==> config.mk <==
export PLATFORM = sky130hd
export DESIGN_NAME = pc_sequencer_flat
export DESIGN_NICKNAME = d
export VERILOG_FILES = /design/src/rtl/pc_seq_pkg.sv /design/src/rtl/pc_sequencer_if.sv /design/src/rtl/return_stack.sv /design/src/rtl/pc_sequencer.sv /design/src/flat_wrapper.sv
export SDC_FILE = /design/constraint.sdc
export NUM_CORES = 1
export LEC_CHECK = 0
export CAP_MARGIN = 10
export CORE_ASPECT_RATIO = 1.2
export CORE_UTILIZATION = 60
export CTS_CLUSTER_DIAMETER = 60
export DETAILED_ROUTE_END_ITERATION = 10
export PLACE_DENSITY = 0.79
export SYNTH_ARGS = -nofsm -noshare
export SYNTH_HDL_FRONTEND = slang
export SYNTH_SLANG_ARGS = --single-unit
==> constraint.sdc <==
create_clock -name clk -period 4.93 [get_ports clk]
set_input_delay 0.986 -clock clk [delete_from_list [all_inputs] [get_ports clk]]
set_output_delay 0.986 -clock clk [all_outputs]
set_load 0.03 [all_outputs]
==> src/rtl/pc_seq_pkg.sv <==
// pc_seq_pkg: shared constants and next-PC select encoding for the PC sequencer
package pc_seq_pkg;
  localparam int ADDR_W = 19;
  localparam logic [ADDR_W-1:0] RESET_VEC = 19'h00000;
  localparam logic [ADDR_W-1:0] TRAP_VEC = 19'h7FFF0;
  typedef enum logic [2:0] {NPC_SEQ, NPC_BRANCH, NPC_JUMP, NPC_CALL, NPC_RET} npc_sel_e;
endpackage

==> src/rtl/pc_sequencer_if.sv <==
// pc_sequencer_if: decoder <-> PC sequencer bus
// master: decoder side, drives Stall/Branch/BrNe/Zero/Jump/Call/Ret/ImmExt
// slave: sequencer side, drives PC/PCPlus1/StackEmpty/StackFull/Overflow/Underflow/Trap
interface pc_sequencer_if #(parameter int ADDR_W = pc_seq_pkg::ADDR_W);
  logic Stall, Branch, BrNe, Zero, Jump, Call, Ret;
  logic [ADDR_W-1:0] ImmExt, PC, PCPlus1;
  logic StackEmpty, StackFull, Overflow, Underflow, Trap;
  modport master(
    output Stall, Branch, BrNe, Zero, Jump, Call, Ret, ImmExt,
    input PC, PCPlus1, StackEmpty, StackFull, Overflow, Underflow, Trap
  );
  modport slave(
    input Stall, Branch, BrNe, Zero, Jump, Call, Ret, ImmExt,
    output PC, PCPlus1, StackEmpty, StackFull, Overflow, Underflow, Trap
  );
endinterface

==> src/rtl/return_stack.sv <==
// return_stack: DEPTH x W LIFO with asynchronous top-of-stack read
// ports: clk, rst_n (sync, active low), push_i, pop_i, wdata_i -> rdata_o, full_o, empty_o
// push while full and pop while empty are ignored; SP saturates at 0 and DEPTH
module return_stack #(
  parameter int DEPTH = 16,
  parameter int W = pc_seq_pkg::ADDR_W
) (
  input  logic         clk,
  input  logic         rst_n,
  input  logic         push_i,
  input  logic         pop_i,
  input  logic [W-1:0] wdata_i,
  output logic [W-1:0] rdata_o,
  output logic         full_o,
  output logic         empty_o
);
  import pc_seq_pkg::*;
  localparam int AW = $clog2(DEPTH);
  localparam int SP_W = AW + 1;
  logic [SP_W-1:0] sp_q, sp_d;
  logic [W-1:0] mem_q [DEPTH];
  logic [AW-1:0] wr_idx, rd_idx;
  assign wr_idx = sp_q[AW-1:0];
  assign rd_idx = wr_idx - AW'(1);
  assign rdata_o = mem_q[rd_idx];
  assign empty_o = sp_q == '0;
  assign full_o = sp_q == SP_W'(DEPTH);
  always_comb sp_d = (push_i && !full_o) ? sp_q + SP_W'(1) : (pop_i && !empty_o) ? sp_q - SP_W'(1) : sp_q;
  always_ff @(posedge clk)
    if (!rst_n) sp_q <= '0;
    else sp_q <= sp_d;
  always_ff @(posedge clk)
    if (rst_n && push_i && !full_o) mem_q[wr_idx] <= wdata_i;
endmodule

==> src/rtl/pc_sequencer.sv <==
// pc_sequencer: fetch-side next-PC selection with hardware return-address stack
// ports: clk, rst_n (sync, active low), bus (pc_sequencer_if.slave)
// optional macro PC_SEQ_TRAP_EN: stack overflow/underflow redirects to TRAP_VEC and pulses Trap
module pc_sequencer #(
  parameter int ADDR_W = pc_seq_pkg::ADDR_W,
  parameter int DEPTH = 16,
  parameter logic [ADDR_W-1:0] RESET_VEC = pc_seq_pkg::RESET_VEC,
  parameter logic [ADDR_W-1:0] TRAP_VEC = pc_seq_pkg::TRAP_VEC
) (
  input logic clk,
  input logic rst_n,
  pc_sequencer_if.slave bus
);
  import pc_seq_pkg::*;
  npc_sel_e sel;
  logic taken, ovf_set, unf_set, push, pop, full, empty;
  logic [ADDR_W-1:0] pc_q, pc_d, pc_inc, rdata;
  logic ovf_q, unf_q;
  return_stack #(.DEPTH(DEPTH), .W(ADDR_W)) u_stack (
    .clk(clk), .rst_n(rst_n), .push_i(push), .pop_i(pop), .wdata_i(pc_inc),
    .rdata_o(rdata), .full_o(full), .empty_o(empty)
  );
  assign pc_inc = pc_q + ADDR_W'(1);
  always_comb begin
    taken = bus.Branch & (bus.Zero ^ bus.BrNe);
    sel = bus.Ret ? NPC_RET : bus.Call ? NPC_CALL : bus.Jump ? NPC_JUMP : taken ? NPC_BRANCH : NPC_SEQ;
    ovf_set = sel == NPC_CALL && full;
    unf_set = sel == NPC_RET && empty;
    push = !bus.Stall && sel == NPC_CALL;
    pop = !bus.Stall && sel == NPC_RET;
    pc_d = sel == NPC_RET ? (empty ? pc_inc : rdata) :
           (sel == NPC_CALL || sel == NPC_JUMP) ? bus.ImmExt :
           sel == NPC_BRANCH ? pc_q + bus.ImmExt : pc_inc;
`ifdef PC_SEQ_TRAP_EN
    if (ovf_set || unf_set) pc_d = TRAP_VEC;
`endif
  end
  always_ff @(posedge clk)
    if (!rst_n) begin
      pc_q <= RESET_VEC;
      ovf_q <= 1'b0;
      unf_q <= 1'b0;
    end else if (!bus.Stall) begin
      pc_q <= pc_d;
      ovf_q <= ovf_q | ovf_set;
      unf_q <= unf_q | unf_set;
    end
`ifdef PC_SEQ_TRAP_EN
  logic trap_q;
  always_ff @(posedge clk)
    if (!rst_n) trap_q <= 1'b0;
    else trap_q <= !bus.Stall && (ovf_set || unf_set);
  assign bus.Trap = trap_q & ~bus.Stall;
`else
  assign bus.Trap = 1'b0;
`endif
  assign bus.PC = pc_q;
  assign bus.PCPlus1 = pc_inc;
  assign bus.StackEmpty = empty;
  assign bus.StackFull = full;
  assign bus.Overflow = ovf_q;
  assign bus.Underflow = unf_q;
endmodule

==> src/flat_wrapper.sv <==
// flat-port wrapper written by rule: the top's interface ports become plain ports
module pc_sequencer_flat import pc_seq_pkg::*;
#(
  parameter int ADDR_W = pc_seq_pkg::ADDR_W,
  parameter int DEPTH = 16,
  parameter logic [ADDR_W-1:0] RESET_VEC = pc_seq_pkg::RESET_VEC,
  parameter logic [ADDR_W-1:0] TRAP_VEC = pc_seq_pkg::TRAP_VEC
)
  (clk, rst_n, bus_Stall, bus_Branch, bus_BrNe, bus_Zero, bus_Jump, bus_Call, bus_Ret, bus_ImmExt, bus_PC, bus_PCPlus1, bus_StackEmpty, bus_StackFull, bus_Overflow, bus_Underflow, bus_Trap);
  pc_sequencer_if #(.ADDR_W(ADDR_W)) bus_i ();
  input logic clk;
  input logic rst_n;
  input wire logic [$bits(bus_i.Stall)-1:0] bus_Stall;
  input wire logic [$bits(bus_i.Branch)-1:0] bus_Branch;
  input wire logic [$bits(bus_i.BrNe)-1:0] bus_BrNe;
  input wire logic [$bits(bus_i.Zero)-1:0] bus_Zero;
  input wire logic [$bits(bus_i.Jump)-1:0] bus_Jump;
  input wire logic [$bits(bus_i.Call)-1:0] bus_Call;
  input wire logic [$bits(bus_i.Ret)-1:0] bus_Ret;
  input wire logic [$bits(bus_i.ImmExt)-1:0] bus_ImmExt;
  output wire logic [$bits(bus_i.PC)-1:0] bus_PC;
  output wire logic [$bits(bus_i.PCPlus1)-1:0] bus_PCPlus1;
  output wire logic [$bits(bus_i.StackEmpty)-1:0] bus_StackEmpty;
  output wire logic [$bits(bus_i.StackFull)-1:0] bus_StackFull;
  output wire logic [$bits(bus_i.Overflow)-1:0] bus_Overflow;
  output wire logic [$bits(bus_i.Underflow)-1:0] bus_Underflow;
  output wire logic [$bits(bus_i.Trap)-1:0] bus_Trap;
  assign bus_i.Stall = bus_Stall;
  assign bus_i.Branch = bus_Branch;
  assign bus_i.BrNe = bus_BrNe;
  assign bus_i.Zero = bus_Zero;
  assign bus_i.Jump = bus_Jump;
  assign bus_i.Call = bus_Call;
  assign bus_i.Ret = bus_Ret;
  assign bus_i.ImmExt = bus_ImmExt;
  assign bus_PC = bus_i.PC;
  assign bus_PCPlus1 = bus_i.PCPlus1;
  assign bus_StackEmpty = bus_i.StackEmpty;
  assign bus_StackFull = bus_i.StackFull;
  assign bus_Overflow = bus_i.Overflow;
  assign bus_Underflow = bus_i.Underflow;
  assign bus_Trap = bus_i.Trap;
  pc_sequencer #(.ADDR_W(ADDR_W), .DEPTH(DEPTH), .RESET_VEC(RESET_VEC), .TRAP_VEC(TRAP_VEC)) u_core (.clk(clk), .rst_n(rst_n), .bus(bus_i));
endmodule
* Yosys cells after proc, flatten, opt, wreduce, memory -nomap -nowiden
Memories as Yosys holds them, arrays and structs flattened.
Cells that the tools add are included.
** Operators by class
- Add/sub/neg operators :: 5
- Eq/ne operators :: 5
- Muxes and demuxes :: 12
- Bitwise operators :: 4
- Reductions and logical operators :: 14
** Operators with widths (count)
- $mux 19 :: 4
- $add 19x1->19 const B :: 1
- $add 19x19->19 :: 1
- $mux 5 :: 2
- $mux 3 :: 3
- $logic_and 1x1->1 :: 8
- $eq 3x2->1 const B :: 2
- $add 5x1->5 const B :: 1
- $eq 5x5->1 const B :: 1
- $logic_not 5->1 :: 1
- $sub 5x1->5 const B :: 1
- $sub 4x1->4 const B :: 1
- $eq 3x1->1 const B :: 1
- $eq 3x3->1 const B :: 1
- $logic_not 1->1 :: 3
- $mux 1 :: 3
- $or 1x1->1 :: 2
- $reduce_bool 2->1 :: 1
- $and 1x1->1 :: 1
- $logic_or 1x1->1 :: 1
- $xor 1x1->1 :: 1
** Word-level totals
- Flip-flop bits (word level) :: 26
- RAM bits :: 304
- Input bits :: 28
- Output and inout port bits :: 43
- Logic and storage cells :: 45
- Memories :: 1
** Memories
- u_core.u_stack.mem_q :: words 16, bits a word 19, rd ports 1, clocked after Yosys merged registers in 0, write ports 1, line return_stack.sv:21 : logic [W-1:0] mem_q [DEPTH];

* Logic depth before layout (Yosys ltp)
Gate-level depths: netlist of the first run.
- Depth in word-level cells :: 12
- Gate-level depth with buffers :: 15

* Modules after synthesis
Synthesis of the first run repeated with hierarchy kept, for this count alone.
** Unflattened totals
- Cell total of the unflattened synthesis :: 1108
- Area total of the unflattened synthesis :: 15069.5 um^2
** Modules (own cells, without submodules)
- return_stack :: instances 1, cells an instance 712, area each 12221.7 um^2, seq. area each 9228.9 um^2
- pc_sequencer :: instances 1, cells an instance 396, area each 2847.7 um^2, seq. area each 420.4 um^2

* Least setup slack after synthesis of the first run
Ideal clock, no wire load.
- Kind :: reg-to-reg
- Start :: register u_core.u_stack.sp_q[0]
- End :: memory u_core.u_stack.mem_q[0][0] in the netlist's numbering (enable)
- Data arrival time :: 3.637 ns
- Required time :: 4.511 ns
- Path slack :: 0.874 ns
- Stages on the path, launching flop included :: 12
- Period minus slack after synthesis :: 4.056 ns
- Cell sequence :: dfxtp_1 -> buf_6 -> buf_6 -> buf_4 -> buf_2 -> inv_1 -> ha_1 -> nand3_1 -> nand3_1 -> nor2_1 -> nand2_1 -> nor3_1
** Between the ends
- Longest elaborated chain between the ends :: 5
** Ends and longest elaborated chain
- start: declaration :: line return_stack.sv:20 : logic [SP_W-1:0] sp_q, sp_d;
- start signal: assignment :: line return_stack.sv:31 : else sp_q <= sp_d;
- $eq 5x5->1 :: line return_stack.sv:27 : assign full_o = sp_q == SP_W'(DEPTH);
- $logic_not 1->1 :: line return_stack.sv:33 : if (rst_n && push_i && !full_o) mem_q[wr_idx] <= wdata_i;
- $logic_and 1x1->1 :: line return_stack.sv:33
- $mux 1 :: line return_stack.sv:33
- $mux 1 (not written as such) :: line return_stack.sv:33
- end: declaration :: line return_stack.sv:21
Parallel ways exist; a longest one is shown, timed or not.

* Final worst setup path of the first run
- Start :: register u_core.pc_q[0] (netlist: u_core.bus.PC[0])
- End :: output port bus_PCPlus1[18]
** Between the ends
- Longest elaborated chain between the ends :: 1
** Ends and longest elaborated chain
- start: declaration :: line pc_sequencer.sv:17 : logic [ADDR_W-1:0] pc_q, pc_d, pc_inc, rdata;
- start signal: assignment :: line pc_sequencer.sv:44 : pc_q <= pc_d;
- $add 19x1->19 :: line pc_sequencer.sv:23 : assign pc_inc = pc_q + ADDR_W'(1);
- end: declaration :: line flat_wrapper.sv:22 : output wire logic [$bits(bus_i.PCPlus1)-1:0] bus_PCPlus1;
Every way passes these cells.

==> flow_summary.yaml, run 1 <==
cts:
  cts_tree: "yes"
  cts_buffers: 34
  clock_latency_ns: 0.52
  htreeDepth: 2
  post_cts_resized: 0
  clock-root-buffer: "clkbuf_16"
  cts_setup_buffers: 0
  clk_pin_slew_ns: 0.06
  cts_sinks: 330
  clock_path_buffers: 3
  hold_buffers: 0
sta:
  timing.final.ws_setup_ns: 0.507
  slew_headroom_pct: 27.2
  worst_clock_skew_ns: 0.0235
  finalHoldViolCount: 0
  tightest_slew_ns: 1.09
  setup_viol: 0
  grt_setup_unrepaired: "no"
  layout_min_cycle_time_ns: 4.42
  timing.fmax_mhz: 226
  final_max_slew_viol_count: 0
  period_share_pct: 89.7
  setup_tns_ns: 0
floorplanning:
  fp.dieW_um: 144
  initial_core_util_pct: 61.9
  die_h_um: 172
  rows: 61
  pin_count: 71
  core_area_mm2: 0.0234
  die_area_mm2: 0.0248
cells_and_area:
  final_nets: 1034
  syn_to_final_growth_pct: 16.5
  antenna-diode-count: 0
  final_util_pct: 72.1
  finalInstanceArea_mm2: 0.0169
  post_route_cells_drive_above_1_share_pct: 21.9
  nFillCells: 1462
run:
  maxCapViolCount: 0
synthesis:
  ys_top_cells_by_area: "edfxtp_1, mux4_2, dfxtp_1"
  synthDistinctLibCells: 63
  synth.largest_area_cell: "edfxtp_1"
  syn_nets: 917
  ys_ff_latch: 330
  synthArstFlopShare_pct: 0
  avgSynthCellArea_um2: 16.8
  synth_common_cells: "edfxtp_1, mux4_2, nor2_1, nand2_1, a21oi_1"
  ys_seq_area_share_pct: 66.5
  ys.warnings.count: 0
  synth_edf_count: 304
  ys.flop_type: "edfxtp_1"
  synthCells: 861
  netlist_area_mm2: 0.0145
  synth_top_area_share_pct: 63.0
  yosysMostFrequentCell: "edfxtp_1"
global_routing:
  first_global_vias: 8719
  grt_remaining_overflow: 0
  antenna_found_initial: 0
  grt_pass1_wl_um: 54300
  grt_max_degree: 48
  grt.total_usage_pct: 31.1
detailed_routing:
  drt-vias-per-instance: 6.66
  dr.pass1.iters: 5
  drt_drc_violations_left: 0
  initialDrtViolationCount: 1228
  wirelength_um: 36800
  wl_per_cell_um: 28.0
  drtAntennaViolNets: 0
  via_count: 8747
power:
  finalPower_uw: 9360
  p_per_area_mw_per_mm2: 554
  leakagePower_uw: 0.00564
  ir_drop_mv: 0.421
placement:
  place_area_mm2: 0.0159
  gp_congestion: 1.03
  io_buffers: 69
  preCtsSetupSlack_ns: 1.12
  hpwl_um: 23600
min_path:
  hold_start: "u_core.u_stack.sp_q[4]"
  hold_class: "reg -> reg"
  whs_path_depth: 2
worst_setup_path:
  cp_max_fo: 9
  crit_type: "reg -> out"
  crit_start: "u_core.bus.PC[0]"
  worstPathRequired_ns: 3.94
  r2r_cells: 7
  arrival_ns: 3.44
  start_kind: "flip-flop"
  critPathCaptureType: "output pin"
  worstReg2RegStart: "u_core.u_stack.sp_q[0]"
outcome:
  status: "complete, no violations"
sequential cells by signal, summed over array words and instances (netlist names):
name,cells
u_core.bus.PC,19
u_core.u_stack.sp_q,5
u_core.bus.Overflow,1
u_core.bus.Underflow,1
u_core.u_stack.mem_q,304
cell usage in the layout (no fill, tap or decap), types with 16 or more instances in the layout:
cell / synthesis / layout
buf_4: 7 / 50
o21ai_0: 31 / 31
dfxtp_1: 26 / 25
mux2i_1: 18 / 18
inv_1: 16 / 16
nand2_1: 47 / 47
mux4_2: 89 / 89
nor2_1: 53 / 41
xnor2_1: 23 / 22
a21oi_1: 38 / 38
clkdlybuf4s50_1: 0 / 69
ha_1: 26 / 25
edfxtp_1: 304 / 304
clkbuf_16: 0 / 34
worst max-delay path: stages, from the launching register on:
cell             delay [ns]
dfxtp_1                0.51
ha_1                   0.37
nand2_1                0.09
nor4_1                 0.37
nand3_1                0.18
xnor2_1                0.59
clkdlybuf4s50_1        0.81
metrics by stage:
step / hold slack, ns / instances
floorplan: 0.492 / 861
global route: 0.575 / 1314
global placement: 0.521 / 1257
CTS: 0.536 / 1314
detailed placement: 0.518 / 1257
finish: 0.544 / 1314
report_power, final:
| group | total, µW | leakage, µW | internal, µW | switching, µW |
|---|---|---|---|---|
| Combinational | 3500 | 0.00214 | 1560 | 1940 |
| Clock | 2390 | 0.000503 | 1340 | 1050 |
| Sequential | 3470 | 0.00299 | 3280 | 190 |
| Total | 9360 | 0.00564 | 6180 | 3180 |
path summary, 6_finish.rpt:
check / end / slack, ns
hold reg to reg: u_core.u_stack.sp_q[4] / 0.54
setup reg to reg: u_core.bus.PC[17] / 1.36
setup / recovery: bus_PCPlus1[18] / 0.51
hold / removal: u_core.u_stack.sp_q[4] / 0.54
cells by family (layout without fill, tap and decap cells):
kind of cell    count (synthesis)  count (layout)  share of synthesized area (%)
flops                         330             330                           66.5
simple gates                  155             155                           4.93
compound gates                144             144                           6.50
mux                           110             110                           15.3
buf+inv                        56             194                           1.91
xor+xnor                       37              37                           2.29
fa+ha+maj                      28              28                           2.52
other cells                     1               1                         0.0259
final cells by class:
| type | count | area, µm² | share of cell area, % |
|---|---|---|---|
| Clock buffer | 43 | 925 | 5.47 |
| Clock inverter | 14 | 106 | 0.629 |
| Inverter | 16 | 60.1 | 0.355 |
| Multi-Input combinational cell | 475 | 4660 | 27.6 |
| Sequential cell | 330 | 9650 | 57.1 |
| Tap cell | 315 | 394 | 2.33 |
| Timing Repair Buffer | 121 | 1110 | 6.54 |
per-layer routing:
layer / up-vias / part of all wire (%) / track usage, % / wire length, µm
li1: 3713 / - / - / -
met1: 4408 / 39 / 43.3 / 14300
met2: 530 / 48 / 49.1 / 17600
met3: 96 / 9.8 / 5.87 / 3610
met4: 0 / 3.6 / 12.1 / 1330
met5: - / 0 / 0 / 0
Note: power is estimated with default switching activity, not from simulation.
==> run 2, diff against run 1 <==
--- a/config.mk
+++ b/config.mk
@@ -5,8 +5,10 @@
 export SDC_FILE = /design/constraint.sdc
 export NUM_CORES = 1
 export LEC_CHECK = 0
+export ABC_CLOCK_PERIOD_IN_PS = 4930
 export CAP_MARGIN = 10
 export CORE_ASPECT_RATIO = 1.2
+export CORE_MARGIN = 1.5
 export CORE_UTILIZATION = 60
 export CTS_CLUSTER_DIAMETER = 60
 export DETAILED_ROUTE_END_ITERATION = 10
==> run 2 against run 1 <==
Maximum frequency fell by 3.3%. Via count rose by 2.9%. Clock-buffer cell count fell by 10. Sequential cell count did not move. Non-clock buffer count rose by 4. Cell count rose by 0.61%. Hold slack got worse by 0.061 ns. Clock skew rose by 0.0015 ns. Sequential power barely moved. First-iteration DRC count fell by 34%. Routed wire length rose by 7.0%. Utilization fell by 0.72 points. Highest routed layer unchanged.
==> flow_summary.yaml, run 2 (synthesis gave the netlist of run 1 again) <==
floorplanning:
  pin_count: 71
  die_area_mm2: 0.0251
  die_h_um: 173
  core_area_mm2: 0.0238
  fp.dieW_um: 145
  rows: 62
  initial_core_util_pct: 60.9
worst_setup_path:
  arrival_ns: 3.59
  cp_max_fo: 8
  worstPathRequired_ns: 3.94
  start_kind: "flip-flop"
  crit_type: "reg -> out"
  r2r_setup_slack_ns: 1.29
  critPathCaptureType: "output pin"
cts:
  hold_buffers: 0
  clock-root-buffer: "clkbuf_16"
  clk_pin_slew_ns: 0.07
  cts_buffers: 30
  clock_latency_ns: 0.57
  cts_tree: "yes"
  clock_path_buffers: 3
  cts_sinks: 330
  post_cts_resized: 0
  cts_setup_buffers: 0
  htreeDepth: 1
placement:
  preCtsSetupSlack_ns: 1.09
  io_buffers: 69
  gp_congestion: 0.955
  dpl.cell_count: 1266
  hpwl_um: 25600
sta:
  hold_ws_ns: 0.483
  worst_clock_skew_ns: 0.0250
  tightest_slew_ns: 1.03
  setup_viol: 0
  setup_tns_ns: 0
  period_share_pct: 92.8
  finalHoldViolCount: 0
  final_max_slew_viol_count: 0
  timing.final.ws_setup_ns: 0.357
  timing.fmax_mhz: 219
  slew_headroom_pct: 30.8
  grt_setup_unrepaired: "no"
  layout_min_cycle_time_ns: 4.57
global_routing:
  first_global_vias: 9175
  grt_remaining_overflow: 0
  grt.total_usage_pct: 32.4
  grt_max_degree: 46
  grt_pass1_wl_um: 59300
  antenna_found_initial: 0
cells_and_area:
  layout_common_cells: "edfxtp_1, mux4_2, clkdlybuf4s50_1"
  antenna-diode-count: 0
  syn_to_final_growth_pct: 17.3
  final_nets: 1034
  layout_commonest_cell: "edfxtp_1"
  seqCellArea_mm2: 0.00965
  nFillCells: 1485
  final_util_pct: 71.4
  largest_reg_flops: 304
  stdcell_count: 1322
  multi_input_area_mm2: 0.00466
  post_route_cells_drive_above_1_share_pct: 22.7
  largest_register: "u_core.u_stack.mem_q"
outcome:
  status: "complete, no violations"
min_path:
  hold_class: "reg -> reg"
power:
  p_per_area_mw_per_mm2: 562
  leakagePower_uw: 0.00568
  ir_drop_mv: 0.350
detailed_routing:
  drt_drc_violations_left: 0
  drt-vias-per-instance: 6.81
  dr.pass1.iters: 6
  wirelength_um: 39400
  via_count: 9002
  initialDrtViolationCount: 806
  drtAntennaViolNets: 0
  wl_per_cell_um: 29.8
run:
  maxCapViolCount: 0
-- run 2: cell count changes in the layout (fill, tap and decap cells not counted), moves of 3 or more --
cell       change
clkbuf_1       -3
bufinv_16      +6
clkinv_4       +3
clkbuf_16      -3
clkinv_2       +3
clkbuf_8       -4
-- run 2: final timing paths --
path / start / to / cells past startpoint
min reg2reg: u_core.bus.Overflow / u_core.bus.Overflow / 2
max reg2reg: u_core.u_stack.sp_q[0] / u_core.bus.PC[8] / 7
min: u_core.bus.Overflow / u_core.bus.Overflow / 2
max: u_core.bus.PC[2] / bus_PCPlus1[18] / 5
-- run 2: final cells by class --
type	count	share of cell area, %
Clock buffer	33	4.61
Inverter	16	0.353
Multi-Input combinational cell	475	27.4
Timing Repair Buffer	125	6.83
Sequential cell	330	56.8
Clock inverter	23	1.71
Tap cell	320	2.35
-- run 2: through the flow --
stage	power, µW	cell area, µm²
finish	9560	17000
global route	9880	17000
CTS	9560	17000
detailed placement	7030	15900
global placement	6980	15900
floorplan	5890	14500
-- run 2: critical path, cell delays in order, from the launching register on --
cell	delay (ns)
dfxtp_1	0.53
nand4_2	0.26
nor4_1	0.54
nand3_1	0.16
xnor2_1	0.70
clkdlybuf4s50_1	0.82
-- run 2: metal layers --
layer / part of all wire [%] / track usage [%]
met4: 4.3 / 14.2
met1: 37 / 43.1
met3: 9.9 / 5.84
met2: 49 / 53.2
met5: 0 / 0
-- run 2: power breakdown --
group          internal [µW]  switching [µW]  total, µW
clock                   1470            1050       2520
sequential              3280             165       3440
combinational           1560            2040       3600
